## config.mk

```make
export PLATFORM = sky130hd
export DESIGN_NAME = cpu_run_ctrl
export DESIGN_NICKNAME = d
export VERILOG_FILES = /design/src/rtl/cpu_run_ctrl.sv
export SDC_FILE = /design/constraint.sdc
export NUM_CORES = 1
export LEC_CHECK = 0
export BUFFER_PORTS_ARGS = -buffer_cell sky130_fd_sc_hd__buf_2
export CAP_MARGIN = 20
export CORE_ASPECT_RATIO = 0.75
export CORE_MARGIN = 2
export CORE_UTILIZATION = 47
export CTS_CLUSTER_SIZE = 40
export DETAILED_ROUTE_END_ITERATION = 10
export MAX_ROUTING_LAYER = met4
export PLACE_DENSITY = 0.88
export SLEW_MARGIN = 20
export SYNTH_ARGS = -nofsm -noshare
export SYNTH_HDL_FRONTEND = slang
export SYNTH_SLANG_ARGS = --single-unit
```

## constraint.sdc

```tcl
create_clock -name clk -period 3.2 [get_ports clk]
set_input_delay 0.48 -clock clk [delete_from_list [all_inputs] [get_ports clk]]
set_output_delay 0.48 -clock clk [all_outputs]
set_load 0.05 [all_outputs]
```

## src/rtl/cpu_run_ctrl.sv

```systemverilog
// rtl/cpu_run_ctrl.sv - run-control and state-dump engine for simple_cpu
//
// Purpose: holds simple_cpu in reset, releases it, and stops it on a cycle
// budget or a PC-stall halt. It then streams every register-file word and
// every data-memory word to a trace sink over a valid/ready port.
//
// Ports:
//   clk, rst            clock (rising edge), synchronous active-high reset
//   start               1-cycle pulse, begins a run from IDLE or DONE
//   pc                  CPU program counter, watched for stalls
//   cpu_rstn            active-low reset to simple_cpu (high only in RUN)
//   dbg_sel, dbg_addr   debug read select (0 regfile, 1 dmem) and index
//   dbg_rdata           combinational debug read data
//   dump_valid/ready    dump beat handshake
//   dump_sel/idx/data   current dump beat contents
//   run_cycles          cycles spent in RUN (saturating)
//   halt_cause          0 none, 1 PC stall, 2 budget exhausted
//   done                high in DONE
module cpu_run_ctrl #(
    parameter int XLEN         = 32,
    parameter int RESET_CYCLES = 2,
    parameter int MAX_CYCLES   = 94,
    parameter int STALL_LIMIT  = 4,
    parameter int NUM_REGS     = 32,
    parameter int MEM_WORDS    = 128
) (
    input  logic            clk,
    input  logic            rst,
    input  logic            start,
    input  logic [XLEN-1:0] pc,
    output logic            cpu_rstn,
    output logic            dbg_sel,
    output logic [15:0]     dbg_addr,
    input  logic [XLEN-1:0] dbg_rdata,
    output logic            dump_valid,
    input  logic            dump_ready,
    output logic            dump_sel,
    output logic [15:0]     dump_idx,
    output logic [XLEN-1:0] dump_data,
    output logic [31:0]     run_cycles,
    output logic [1:0]      halt_cause,
    output logic            done
);

    typedef enum logic [2:0] {
        S_IDLE,
        S_HOLD,
        S_RUN,
        S_DUMP_REG,
        S_DUMP_MEM,
        S_DONE
    } state_t;

    localparam int HW = (RESET_CYCLES > 1) ? $clog2(RESET_CYCLES) : 1;
    localparam int SW = (STALL_LIMIT > 1) ? $clog2(STALL_LIMIT) : 1;

    localparam logic [HW-1:0] HOLD_LAST  = HW'(RESET_CYCLES - 1);
    localparam logic [SW-1:0] STALL_LAST = SW'(STALL_LIMIT - 1);
    localparam logic [15:0]   REG_LAST   = 16'(NUM_REGS - 1);
    localparam logic [15:0]   MEM_LAST   = 16'(MEM_WORDS - 1);
    localparam logic [31:0]   BUDGET     = 32'(MAX_CYCLES);

    state_t            state_q, state_d;
    logic [HW-1:0]     hold_cnt_q, hold_cnt_d;
    logic [SW-1:0]     stall_cnt_q, stall_cnt_d;
    logic [XLEN-1:0]   pc_q, pc_d;
    logic [15:0]       idx_q, idx_d;
    logic [31:0]       run_cycles_q, run_cycles_d;
    logic [1:0]        halt_cause_q, halt_cause_d;
    logic              stall_hit;
    logic              budget_hit;

    always_ff @(posedge clk) begin
        if (rst) begin
            state_q      <= S_IDLE;
            hold_cnt_q   <= '0;
            stall_cnt_q  <= '0;
            pc_q         <= '0;
            idx_q        <= '0;
            run_cycles_q <= '0;
            halt_cause_q <= '0;
        end else begin
            state_q      <= state_d;
            hold_cnt_q   <= hold_cnt_d;
            stall_cnt_q  <= stall_cnt_d;
            pc_q         <= pc_d;
            idx_q        <= idx_d;
            run_cycles_q <= run_cycles_d;
            halt_cause_q <= halt_cause_d;
        end
    end

    always_comb begin
        state_d      = state_q;
        hold_cnt_d   = hold_cnt_q;
        stall_cnt_d  = stall_cnt_q;
        pc_d         = pc;
        idx_d        = idx_q;
        run_cycles_d = run_cycles_q;
        halt_cause_d = halt_cause_q;
        stall_hit    = 1'b0;
        budget_hit   = 1'b0;

        case (state_q)
            S_IDLE, S_DONE: begin
                if (start) begin
                    state_d      = S_HOLD;
                    hold_cnt_d   = '0;
                    stall_cnt_d  = '0;
                    idx_d        = '0;
                    run_cycles_d = '0;
                    halt_cause_d = 2'd0;
                end
            end
            S_HOLD: begin
                if (hold_cnt_q == HOLD_LAST) begin
                    state_d = S_RUN;
                end else begin
                    hold_cnt_d = hold_cnt_q + 1'b1;
                end
            end
            S_RUN: begin
                if (run_cycles_q != 32'hFFFF_FFFF) begin
                    run_cycles_d = run_cycles_q + 32'd1;
                end
                // run_cycles_q is zero only in the first RUN cycle, where pc_q
                // still holds a pre-run value, so that cycle counts as a change.
                if (run_cycles_q == 32'd0 || pc != pc_q) begin
                    stall_cnt_d = '0;
                end else begin
                    stall_cnt_d = stall_cnt_q + 1'b1;
                end
                stall_hit  = (stall_cnt_d == STALL_LAST);
                budget_hit = (run_cycles_d >= BUDGET);
                if (stall_hit || budget_hit) begin
                    state_d      = S_DUMP_REG;
                    idx_d        = '0;
                    halt_cause_d = stall_hit ? 2'd1 : 2'd2;
                end
            end
            S_DUMP_REG: begin
                if (dump_ready) begin
                    if (idx_q == REG_LAST) begin
                        state_d = S_DUMP_MEM;
                        idx_d   = '0;
                    end else begin
                        idx_d = idx_q + 16'd1;
                    end
                end
            end
            S_DUMP_MEM: begin
                if (dump_ready) begin
                    if (idx_q == MEM_LAST) begin
                        state_d = S_DONE;
                        idx_d   = '0;
                    end else begin
                        idx_d = idx_q + 16'd1;
                    end
                end
            end
            default: begin
                state_d = S_IDLE;
            end
        endcase
    end

    assign cpu_rstn   = (state_q == S_RUN);
    assign dump_valid = (state_q == S_DUMP_REG) || (state_q == S_DUMP_MEM);
    assign dbg_sel    = (state_q == S_DUMP_MEM);
    assign dbg_addr   = idx_q;
    assign dump_sel   = dbg_sel;
    assign dump_idx   = idx_q;
    assign dump_data  = dbg_rdata;
    assign run_cycles = run_cycles_q;
    assign halt_cause = halt_cause_q;
    assign done       = (state_q == S_DONE);

endmodule

```

### Yosys cells after proc, flatten, opt, wreduce, memory -nomap -nowiden

Cells that the tools add are included.

| storage, ports and cells | value |
|---|---|
| output and inout bits | 103 |
| word-level logic and storage cells | 72 |
| register bits | 88 |
| input bits | 68 |

| cells by class | value |
|---|---|
| reductions and logical operators | 14 |
| order comparisons | 1 |
| add/sub/neg operators | 4 |
| equality and inequality tests | 17 |
| multiplexer cells | 29 |

Operators with widths:

| operator | count |
|---|---|
| $mux W16 | 6 |
| $mux W32 | 3 |
| $pmux W16 S4 | 1 |
| $pmux W32 S2 | 1 |
| $add A32 B1 Y32 const B | 1 |
| $ge A32 B7 Y1 const B | 1 |
| $logic_not A32 Y1 | 1 |
| $ne A32 B32 Y1 | 1 |
| $ne A32 B32 Y1 const B | 1 |
| $mux W3 | 7 |
| $add A16 B1 Y16 const B | 1 |
| $eq A16 B5 Y1 const B | 1 |
| $eq A16 B7 Y1 const B | 1 |
| $pmux W3 S5 | 1 |
| $mux W2 | 5 |
| $ne A2 B2 Y1 const B | 4 |
| $pmux W2 S2 | 2 |
| $reduce_and A7 Y1 | 1 |
| $eq A3 B2 Y1 const B | 2 |
| $eq A3 B3 Y1 const B | 2 |
| $ne A2 B1 Y1 const B | 3 |
| $reduce_and A5 Y1 | 1 |
| $reduce_and A2 Y1 | 2 |
| $reduce_bool A2 Y1 | 2 |
| other kinds (11) | 14 |

### Depth between registers and ports, before layout

Gate-level depths: netlist (run 1).

| depth | value |
|---|---|
| depth after elaboration | 8 |
| gate-level depth with buffers | 14 |
| gate-level depth less buffers | 11 |

### Worst setup path after synthesis (run 1)

Ideal clock, no wire load.

| timing path | value |
|---|---|
| path type | reg-to-reg |
| start point | register run_cycles_q[1] (netlist: run_cycles[1]) |
| end point | register idx_q[2] (netlist: dbg_addr[2]) |
| arrival time | 3.405 ns |
| stages on the path, launching flop included | 15 |
| path slack | -0.293 ns |
| path buffers | 4 |
| required time | 3.112 ns |
| setup time | 0.088 ns |
| clock period less this slack | 3.493 ns |
| path through | dfxtp_1 ha_1 nand4_1 or4_1 buf_4 nor3_4 buf_6 nor3_2 xor2_1 a2111oi_2 and3_1 buf_4 buf_6 nor2_1 o32ai_2 |

| between the ends | value |
|---|---|
| longest elaborated chain between the ends | 8 |
| elaborated cells between the ends (all ways) | 13 |
| classes of those cells | add/sub (1); order compare (1); eq/ne (3); mux (4); reduce/logical (4) |

RTL lines:

| item | line | RTL |
|---|---|---|
| from (decl) | 68 | `logic [31:0] run_cycles_q, run_cycles_d;` |
| from (signal assigned) | 88 | `run_cycles_q <= run_cycles_d;` |
| parallel branches: the longest is 5 deep, another holds $add A32 B1 Y32 | - |  |
| $logic_or A1 B1 Y1 (*) | 135 | `if (stall_hit \|\| budget_hit) begin` |
| $ne A2 B1 Y1 (no line) (*) | - |  |
| $reduce_and A5 Y1 (no line) (*) | - |  |
| to (signal assigned) | 87 | `idx_q <= idx_d;` |
| to (decl) | 67 | `logic [15:0] idx_q, idx_d;` |

Every way passes the cells marked *. The select of a mux whose other input is x is not followed.
A chain may end at the register's enable or synchronous reset.

### Worst setup path in the final report (run 1)

| timing path | value |
|---|---|
| start point | register run_cycles_q[17] (netlist: run_cycles[17]) |
| end point | register halt_cause_q[1] (netlist: halt_cause[1]) |

| between the ends | value |
|---|---|
| longest elaborated chain between the ends | 8 |
| elaborated cells between the ends (all ways) | 16 |
| classes of those cells | add/sub (1); order compare (1); eq/ne (3); mux (7); reduce/logical (4) |

RTL lines:

| item | line | RTL |
|---|---|---|
| parallel branches: the longest is 8 deep, another holds $add A32 B1 Y32 | - |  |
| to (signal assigned) | 89 | `halt_cause_q <= halt_cause_d;` |
| to (decl) | 69 | `logic [1:0] halt_cause_q, halt_cause_d;` |

Several ways; the timed one is not identified. The select of a mux whose other input is x is not followed.

==> results.sh, run 1 <==
export IMPL_ys_seq_area_frac=0.313
export IMPL_crit_chain="nand3_1 -> nor4_1 -> nand2_2 -> or4_1 -> nand4_1 -> a2111oi_4 -> and3_4 -> buf_12 -> or4_1 -> o21ai_1"
export IMPL_highest_layer="met4"
export IMPL_ys_seq_elements=88
export IMPL_slowest_delay_ns=0.52
export IMPL_drcViolationCount=0
export IMPL_portBuffers=106
export IMPL_drive_above_1_share=0.304
export IMPL_peakVddDrop_mv=0.288
export IMPL_grt_max_degree=49
export IMPL_relSlewSlack=0.429
export IMPL_synth_cell_types=68
export IMPL_cp_slowest_cell="nor4_1"
export IMPL_critPathLaunchType="flop"
export IMPL_yosys_warnings=0
export IMPL_cts_buffer_depth=2
export IMPL_route_met2_wl_um=6620
export IMPL_cts_root_buf="clkbuf_16"
export IMPL_routed_via_count=5633
export IMPL_gr_total_overflow=0
export IMPL_netlist_area_sq_um=5630
export IMPL_setup_tns_ns=0
export IMPL_critical_path_endpoint_type="flop"
export IMPL_clock_sinks=88
export IMPL_hold_path_class="input pin to flop"
export IMPL_routabilityCongestion=1.00
export IMPL_crit_path_frequent_cell="or4_1"
export IMPL_diodes=0
export IMPL_fin_crit_sh=0.982
export IMPL_grt_total_usage=0.254
export IMPL_leakagePower_nw=2.80
export IMPL_wl_met3_um=1580
export IMPL_finalMaxSlewViolations=0
export IMPL_worst_slew_pin_slew_ns=0.856
export IMPL_cts_tree="yes"
export IMPL_setup_viol=0
export IMPL_min_period_ns=3.14
export IMPL_antenna_found_initial=0
export IMPL_synth_edff_count=0
export IMPL_htreeDepth=3
export IMPL_grt_pass1_vias=5100
export IMPL_io_pins=171
export IMPL_cts_hold_buf=0
export IMPL_dieWidth_um=130
export IMPL_drtIter0Drc=501
export IMPL_syn_inst=712
export IMPL_max_cap_viol_count=0
export IMPL_drt_first_pass_iters=6
export IMPL_die_area_sq_um=12900
export IMPL_p_per_area_nw_per_um2=517
export IMPL_pre_cts_ws_ns=0.0446
export IMPL_row_count=34
export IMPL_layout_commonest_cell="buf_2"
export IMPL_worst_skew_pair_late_latency_ns=0.35
export IMPL_vias_per_cell=5.89
export IMPL_fin_ws_ns=0.0572
export IMPL_async_reset_ff_frac=0
export IMPL_wl_um=16000
export IMPL_syn_avg_cell_area_sq_um=7.91
export IMPL_grt_pass1_wl_um=25600
export IMPL_synth_flop_cell="dfxtp_1"
export IMPL_crit_arrival_ns=3.43
export IMPL_start_util=0.483
export IMPL_fillCellCount=1026
export IMPL_m1WireLength_um=7550
export IMPL_critPathMaxFanout=19
export IMPL_hold_violations=0
export IMPL_holdWs_ns=0.368
export IMPL_ant_nets=0
export IMPL_core_area_sq_um=11700
export IMPL_path_class="flop to flop"
export IMPL_timing_fmax_ghz=0.318
export IMPL_wl_per_cell_um=16.7
export IMPL_clock_skew_ns=0.0109
export IMPL_path_clk_slew_ns=0.07
export IMPL_crit_required_ns=3.48
export IMPL_cts_made_buffers=9
export IMPL_most_common_layout_cells="buf_2 (106), dfxtp_1 (65), buf_4 (64)"
export IMPL_die_height_um=98.8
export IMPL_status="finished, final reports clean"
export IMPL_syn2layout_area_growth_pct=18.1
export IMPL_syn_nets=783
export IMPL_nets=860
export IMPL_dp_hpwl_um=11300
[metrics by stage]
step | instances | utilization | instance area [sq um] | power [W]
floorplan | 712 | - | 5670 | 0.00211
global placement | 939 | 0.539 | 6280 | 0.00228
detailed placement | 939 | 0.539 | 6280 | 0.00232
CTS | 955 | 0.566 | 6600 | 0.00342
global route | 956 | 0.571 | 6650 | 0.00362
finish | 956 | 0.571 | 6650 | 0.00344
[where the power goes]
part / switching (W) / internal [W]
Combinational: 0.000763 / 0.000351
Sequential: 0.0000614 / 0.00115
Clock: 0.000491 / 0.000625
[sequential cells by signal, summed over array words and instances, names as in the netlist]
name and cells:
pc_q 32, hold_cnt_q 1, dbg_addr 16, stall_cnt_q 2
run_cycles 32, halt_cause 2, state_q 3
[cell type report]
type | count | area, sq um | area share
well taps | 162 | 203 | 0.0305
multi-input cells | 505 | 3250 | 0.489
flip-flops and latches | 88 | 1800 | 0.270
clock buffers | 9 | 225 | 0.0339
inverters | 14 | 52.6 | 0.00790
clock inverters | 7 | 87.6 | 0.0132
repair buffers | 171 | 1030 | 0.155
[layer usage]
metal,vias to the layer above,GRT usage
met2,326,0.348
met3,25,0.0679
met5,-,-
met4,0,0.0671
met1,2584,0.367
li1,2698,-
[path summary, 6_finish.rpt]
path | startpoint | end | slack [ns] | depth (start not counted)
setup / recovery | run_cycles[17] | halt_cause[1] | 0.06 | 10
hold / removal | pc[30] | pc_q[30] | 0.37 | 2
setup reg to reg | run_cycles[17] | halt_cause[1] | 0.06 | 10
hold reg to reg | halt_cause[0] | halt_cause[0] | 0.46 | 2
[timing repair]
| action | in CTS | in global routing |
|---|---|---|
| gates resized for setup | 0 | 8 |
| setup endpoints to repair | 0 | 21 |
| buffers inserted | 0 | 1 |
| endpoints found under the hold margin | 0 | 0 |
[cells in the mapped netlist, types with 3 or more instances]
cell type | instances | area (sq um)
o21ai_0 | 31 | 155
buf_4 | 51 | 383
a311oi_1 | 10 | 87.6
nor4_1 | 22 | 138
nor3_1 | 27 | 135
nand3_1 | 15 | 75.1
ha_1 | 3 | 37.5
or4_1 | 7 | 52.6
nor2_1 | 54 | 203
o2111ai_1 | 4 | 35.0
or3_1 | 5 | 31.3
nor2b_1 | 36 | 225
buf_2 | 18 | 90.1
or4b_2 | 8 | 80.1
and4_1 | 9 | 78.8
a31oi_1 | 13 | 81.3
nand4_1 | 18 | 113
nand2_1 | 48 | 180
nor3b_1 | 3 | 22.5
o31ai_1 | 10 | 75.1
clkbuf_1 | 33 | 124
a211oi_1 | 5 | 37.5
and2_1 | 3 | 18.8
o211ai_1 | 10 | 75.1
and3_1 | 17 | 106
dfxtp_1 | 88 | 1760
xor2_1 | 40 | 350
xnor2_1 | 5 | 43.8
a22oi_1 | 3 | 22.5
nand2b_1 | 6 | 37.5
o41ai_1 | 4 | 35.0
inv_1 | 14 | 52.6
a21oi_1 | 42 | 210
o21ai_1 | 9 | 45.0
[worst max-delay path, delay by kind of cell, from the launching register on]
family / cells / cell delay (ns)
AND/OR/NAND/NOR: 7 / 2.32
flip-flops: 1 / 0.45
AO/OA/AOI/OAI: 2 / 0.16
buffers and inverters: 1 / 0.15
[cell families (layout without fill, tap and decap cells)]
group,after synthesis,after routing,synth area share
and+or+nand+nor,289,289,0.291
AOI/OAI and AO/OA,167,167,0.198
buffers and inverters,119,201,0.120
DFF,88,88,0.313
xor gates and xnor gates,45,45,0.0700
adders and majority gates,3,3,0.00666
muxes,1,1,0.00178
Note: power is estimated with default switching activity, not from simulation.
==> run 2, diff against run 1 <==
==> constraint.sdc (replaced) <==
create_clock -name clk -period 3.2 [get_ports clk]
set_input_delay 0.48 -clock clk [delete_from_list [all_inputs] [get_ports clk]]
set_output_delay 0.48 -clock clk [all_outputs]
set_load 0.02 [all_outputs]
==> run 2 against run 1 <==
Design area barely moved. Utilization barely moved. Die area did not move. Sequential share of layout area fell by 0.52 points. Count of clock-buffer cells in the layout did not move. Critical path depth rose by 2. Total power fell by 1.5%. Sequential cell count did not move. Routed wire length rose by 4.3%. Non-clock buffer count fell by 1. Via count rose by 2.0%. Hold slack improved by 0.0024 ns. Critical endpoint unchanged. Largest cell class unchanged. Highest routed layer unchanged.
==> results.sh, run 2 (synthesis results as in run 1) <==
export IMPL_worst_slew_pin_slew_ns=0.791
export IMPL_die_height_um=98.8
export IMPL_fillCellCount=1066
export IMPL_gr_total_overflow=0
export IMPL_vias_per_cell=6.02
export IMPL_setup_viol=0
export IMPL_p_per_area_nw_per_um2=510
export IMPL_design_area_sq_um=6650
export IMPL_relSlewSlack=0.473
export IMPL_rsz0062_at_grt="true"
export IMPL_ff2ff_path_depth=12
export IMPL_timing_fmax_ghz=0.318
export IMPL_drive_above_1_share=0.277
export IMPL_postPlaceCellArea_sq_um=6250
export IMPL_final_cells=955
export IMPL_crit_chain="ha_2 -> nand4_1 -> or4_1 -> buf_6 -> nor3_4 -> a311o_1 -> a31o_2 -> a2111oi_2 -> and3_1 -> buf_12 -> or4_1 -> o21ai_1"
export IMPL_fin_ws_ns=0.0554
export IMPL_diodes=0
export IMPL_drtIter0Drc=713
export IMPL_drcViolationCount=0
export IMPL_ant_nets=0
export IMPL_peakVddDrop_mv=0.410
export IMPL_cts_root_buf="clkbuf_16"
export IMPL_grt_pass1_vias=5153
export IMPL_cts_tree="yes"
export IMPL_grt_max_degree=46
export IMPL_path_clk_slew_ns=0.08
export IMPL_portBuffers=106
export IMPL_ff_latch_area_sq_um=1760
export IMPL_drt_first_pass_iters=6
export IMPL_antenna_found_initial=0
export IMPL_worst_path_buf_inv=2
export IMPL_row_count=34
export IMPL_cpLargestDelayFamily="simple AND/OR/NAND/NOR gates"
export IMPL_grt_pass1_wl_um=26200
export IMPL_hold_violations=0
export IMPL_dieWidth_um=130
export IMPL_cts_made_buffers=9
export IMPL_pre_cts_ws_ns=-0.0536
export IMPL_routed_via_count=5747
export IMPL_worst_skew_pair_late_latency_ns=0.35
export IMPL_cp_slowest_cell="or4_1"
export IMPL_grt_total_usage=0.260
export IMPL_crit_arrival_ns=3.44
export IMPL_cts_buffer_depth=2
export IMPL_multi_input_area_sq_um=3280
export IMPL_min_period_ns=3.14
export IMPL_min_path_cells=2
export IMPL_dp_hpwl_um=11600
export IMPL_htreeDepth=3
export IMPL_dp_cells=938
export IMPL_wl_per_cell_um=17.5
export IMPL_io_pins=171
export IMPL_nets=859
export IMPL_path_depth=12
export IMPL_crit_path_frequent_cell="or4_1"
export IMPL_critPathLaunchType="flop"
export IMPL_core_area_sq_um=11700
export IMPL_slowest_delay_ns=0.46
export IMPL_start_util=0.483
export IMPL_leakagePower_nw=2.81
export IMPL_clock_skew_ns=0.0131
export IMPL_path_class="flop to flop"
export IMPL_most_common_layout_cells="buf_2 (106), dfxtp_1 (87), buf_4 (61)"
export IMPL_setup_tns_ns=0
export IMPL_critical_path_endpoint_type="flop"
export IMPL_clock_sinks=88
export IMPL_syn2layout_area_growth_pct=18.0
export IMPL_hold_path_class="input pin to flop"
export IMPL_wl_um=16700
export IMPL_max_cap_viol_count=0
export IMPL_critPathMaxFanout=19
export IMPL_finalMaxSlewViolations=0
export IMPL_layout_commonest_cell="buf_2"
export IMPL_status="finished, final reports clean"
export IMPL_routabilityCongestion=0.999
export IMPL_die_area_sq_um=12900
export IMPL_fin_crit_sh=0.983
export IMPL_crit_required_ns=3.49
==> run 2: cell types whose count changed in the layout (fill, tap and decap cells not counted), moves of 2 or more <==
cell,delta
buf_4,-3
dfxtp_1,+22
dfxtp_2,-19
dfxtp_4,-3
inv_6,+2
inv_8,-3
o41ai_1,-2
==> run 2: worst paths after layout <==
| path | start | end | slack [ns] |
|---|---|---|---|
| worst min register to register | halt_cause[0] | halt_cause[0] | 0.45 |
| worst min-delay path | pc[17] | pc_q[17] | 0.37 |
| worst max-delay path | run_cycles[0] | halt_cause[1] | 0.06 |
| worst max register to register | run_cycles[0] | halt_cause[1] | 0.06 |
==> run 2: area by class of cell <==
class	count	area share
Multi-Input combinational cell	505	0.493
Sequential cell	88	0.265
Timing Repair Buffer	170	0.156
Clock buffer	9	0.0339
Tap cell	162	0.0305
Clock inverter	7	0.0132
Inverter	14	0.00791
==> run 2: per-stage QoR <==
| step | total power (W) | hold slack, ns | util |
|---|---|---|---|
| 3_5_place_dp | 0.00227 | 0.448 | 0.536 |
| 2_1_floorplan | 0.00199 | 0.449 | - |
| 5_1_grt | 0.00355 | 0.366 | 0.570 |
| 3_3_place_gp | 0.00224 | 0.438 | 0.536 |
| 4_1_cts | 0.00338 | 0.360 | 0.563 |
| 6_report | 0.00339 | 0.370 | 0.570 |
==> run 2: timing repair <==
item / 4_1_cts / 5_1_grt
gates resized for setup: 0 / 11
setup buffers: 0 / 1
setup endpoints to repair: 0 / 21
hold buffers: 0 / 0
==> run 2: worst reg2reg max path, delay by kind of cell, from the launching register on <==
family                   cells  cell delay, ns
AND/OR/NAND/NOR              5            1.60
AO/OA/AOI/OAI                4            0.62
flip-flops                   1            0.34
adder cells (fa/ha/maj)      1            0.19
buffers and inverters        2            0.33
==> run 2: power by group <==
part	switching [W]	total, W	internal (W)
Sequential	0.0000744	0.00122	0.00115
Combinational	0.000683	0.00106	0.000377
Clock	0.000486	0.00111	0.000620
Total	0.00124	0.00339	0.00215
==> run 2: per-layer routing <==
layer / part of all wire / vias to the layer above / track usage
met5: 0 / - / -
met4: 0.019 / 0 / 0.0786
met3: 0.097 / 38 / 0.0657
met2: 0.42 / 335 / 0.372
met1: 0.46 / 2662 / 0.361
li1: - / 2712 / -
==> run 3, diff against run 2 <==
--- a/config.mk
+++ b/config.mk
@@ -14,6 +14,7 @@
 export DETAILED_ROUTE_END_ITERATION = 10
 export MAX_ROUTING_LAYER = met4
 export PLACE_DENSITY = 0.88
+export SETUP_SLACK_MARGIN = 0.2
 export SLEW_MARGIN = 20
 export SYNTH_ARGS = -nofsm -noshare
 export SYNTH_HDL_FRONTEND = slang
==> run 3 against run 2 <==
Clock skew shrank 0.0012 ns. Worst setup slack got worse by 0.041 ns. Sequential share of layout area is 0.87 points lower. Critical endpoint is now dbg_addr[0]. Largest cell class unchanged. Largest power group unchanged.
==> results.sh, run 3 (synthesis results as in run 1) <==
export IMPL_reg2reg_slack_ns=0.01
export IMPL_critPathLaunchType="flop"
export IMPL_dp_hpwl_um=11800
export IMPL_die_area_sq_um=12900
export IMPL_peakVddDrop_mv=0.284
export IMPL_cts_tree="yes"
export IMPL_startpoint="run_cycles[0]"
export IMPL_crit_required_ns=3.46
export IMPL_cp_slowest_cell="or4_4"
export IMPL_grt_max_degree=50
export IMPL_crit_chain="ha_4 -> nand4_1 -> buf_6 -> or4_4 -> buf_8 -> o311ai_4 -> xor2_1 -> o211ai_1 -> nor4_2 -> and3_4 -> clkbuf_16 -> nor4_2 -> o21a_1"
export IMPL_pre_cts_ws_ns=-0.0473
export IMPL_drt_first_pass_iters=5
export IMPL_gr_total_overflow=0
export IMPL_io_pins=171
export IMPL_row_count=34
export IMPL_syn2layout_area_growth_pct=23.4
export IMPL_clock_sinks=88
export IMPL_drive_above_1_share=0.334
export IMPL_crit_arrival_ns=3.44
export IMPL_hold_path_class="input pin to flop"
export IMPL_cts_hold_buf=0
export IMPL_most_common_layout_cells="buf_2 (106), buf_4 (78), dfxtp_1 (75)"
export IMPL_min_period_ns=3.19
export IMPL_hold_violations=0
export IMPL_postPlaceCellArea_sq_um=6340
export IMPL_timing_rr_start="run_cycles[0]"
export IMPL_grt_total_usage=0.270
export IMPL_drtIter0Drc=664
export IMPL_diodes=0
export IMPL_dieWidth_um=130
export IMPL_routabilityCongestion=1.03
export IMPL_setup_tns_ns=0
export IMPL_worst_slew_pin_slew_ns=0.828
export IMPL_portBuffers=106
export IMPL_rsz0062_at_grt="true"
export IMPL_r2r_end="dbg_addr[0]"
export IMPL_finalMaxSlewViolations=0
export IMPL_relSlewSlack=0.448
export IMPL_cts_buffer_depth=2
export IMPL_die_height_um=98.8
export IMPL_fin_crit_sh=0.995
export IMPL_status="finished, final reports clean"
export IMPL_design_area_sq_um=6950
export IMPL_max_cap_viol_count=0
export IMPL_critPathCapture="dbg_addr[0]"
export IMPL_critPathMaxFanout=6
export IMPL_start_util=0.483
export IMPL_setup_viol=0
export IMPL_timing_fmax_ghz=0.314
export IMPL_wl_per_cell_um=18.8
export IMPL_fin_util=0.596
export IMPL_grt_pass1_wl_um=27000
export IMPL_grt_pass1_vias=5355
export IMPL_fin_ws_ns=0.0147
export IMPL_clock_skew_ns=0.0119
export IMPL_antenna_found_initial=0
export IMPL_slowest_delay_ns=0.43
export IMPL_layout_commonest_cell="buf_2"
export IMPL_ff2ff_path_depth=13
export IMPL_crit_path_frequent_cell="nor4_2"
export IMPL_core_area_sq_um=11700
export IMPL_leakagePower_nw=2.92
export IMPL_path_class="flop to flop"
export IMPL_routed_via_count=6028
export IMPL_vias_per_cell=6.18
export IMPL_worst_skew_pair_late_latency_ns=0.36
export IMPL_drcViolationCount=0
export IMPL_htreeDepth=3
export IMPL_wl_um=18300
export IMPL_nets=880
export IMPL_critical_path_endpoint_type="flop"
export IMPL_path_clk_slew_ns=0.08
export IMPL_ant_nets=0
export IMPL_cts_root_buf="clkbuf_16"
export IMPL_p_per_area_nw_per_um2=500
export IMPL_cts_made_buffers=9
[run 3: cell types whose count changed in the layout (fill, tap and decap cells not counted), sizes merged]
cell	change
inv	+2
clkbuf	+2
buf	+19
bufinv	-1
clkinvlp	-1
[run 3: area by class of cell]
type                       count  area [sq um]
tap                          162           203
inverter                      14          52.6
clock inverter                 7          70.1
fill                        1010          4710
multi-input combinational    505          3380
clock buffer                   9           225
timing repair buffer         191          1230
sequential                    88          1780
[run 3: worst min path at each step]
stage | startpoint | endpoint | slack (ns) | cells past startpoint
2_1_floorplan | stall_cnt_q[1] | halt_cause[0] | 0.45 | 2
4_1_cts | pc[15] | pc_q[15] | 0.36 | 2
5_1_grt | pc[24] | pc_q[24] | 0.37 | 2
3_5_place_dp | halt_cause[0] | halt_cause[0] | 0.44 | 2
6_report | pc[15] | pc_q[15] | 0.36 | 2
3_3_place_gp | halt_cause[0] | halt_cause[0] | 0.44 | 2
[run 3: what timing repair did]
item	CTS	global route
endpoints found under the setup margin	21	21
buffers inserted	5	6
pin swaps	8	18
gates resized for setup	13	27
cloned	0	2
[run 3: power breakdown]
part / internal, W / switching, W / total, W
Combinational: 0.000410 / 0.000785 / 0.00120
Clock: 0.000552 / 0.000509 / 0.00106
Sequential: 0.00115 / 0.0000688 / 0.00122
Total: 0.00211 / 0.00136 / 0.00348
[run 3: per-layer routing]
metal | track usage | wire [um]
met5 | - | 0
met4 | 0.0802 | 529
met3 | 0.0700 | 2270
met2 | 0.383 | 7830
met1 | 0.376 | 7700
[run 3: worst max-delay path, delay by kind of cell, from the launching register on]
family	cells	cell delay [ns]
flip-flops	1	0.36
XOR/XNOR	1	0.23
buffers and inverters	3	0.49
AO/OA/AOI/OAI	3	0.61
adder cells (fa/ha/maj)	1	0.13
AND/OR/NAND/NOR	5	1.25
[run 3: per-stage QoR]
| step | hold WS (ns) | power, W | std cells |
|---|---|---|---|
| floorplan | 0.449 | 0.00199 | 712 |
| global placement | 0.438 | 0.00221 | 947 |
| detailed placement | 0.445 | 0.00224 | 947 |
| CTS | 0.359 | 0.00331 | 968 |
| global route | 0.367 | 0.00364 | 976 |
| finish | 0.364 | 0.00348 | 976 |
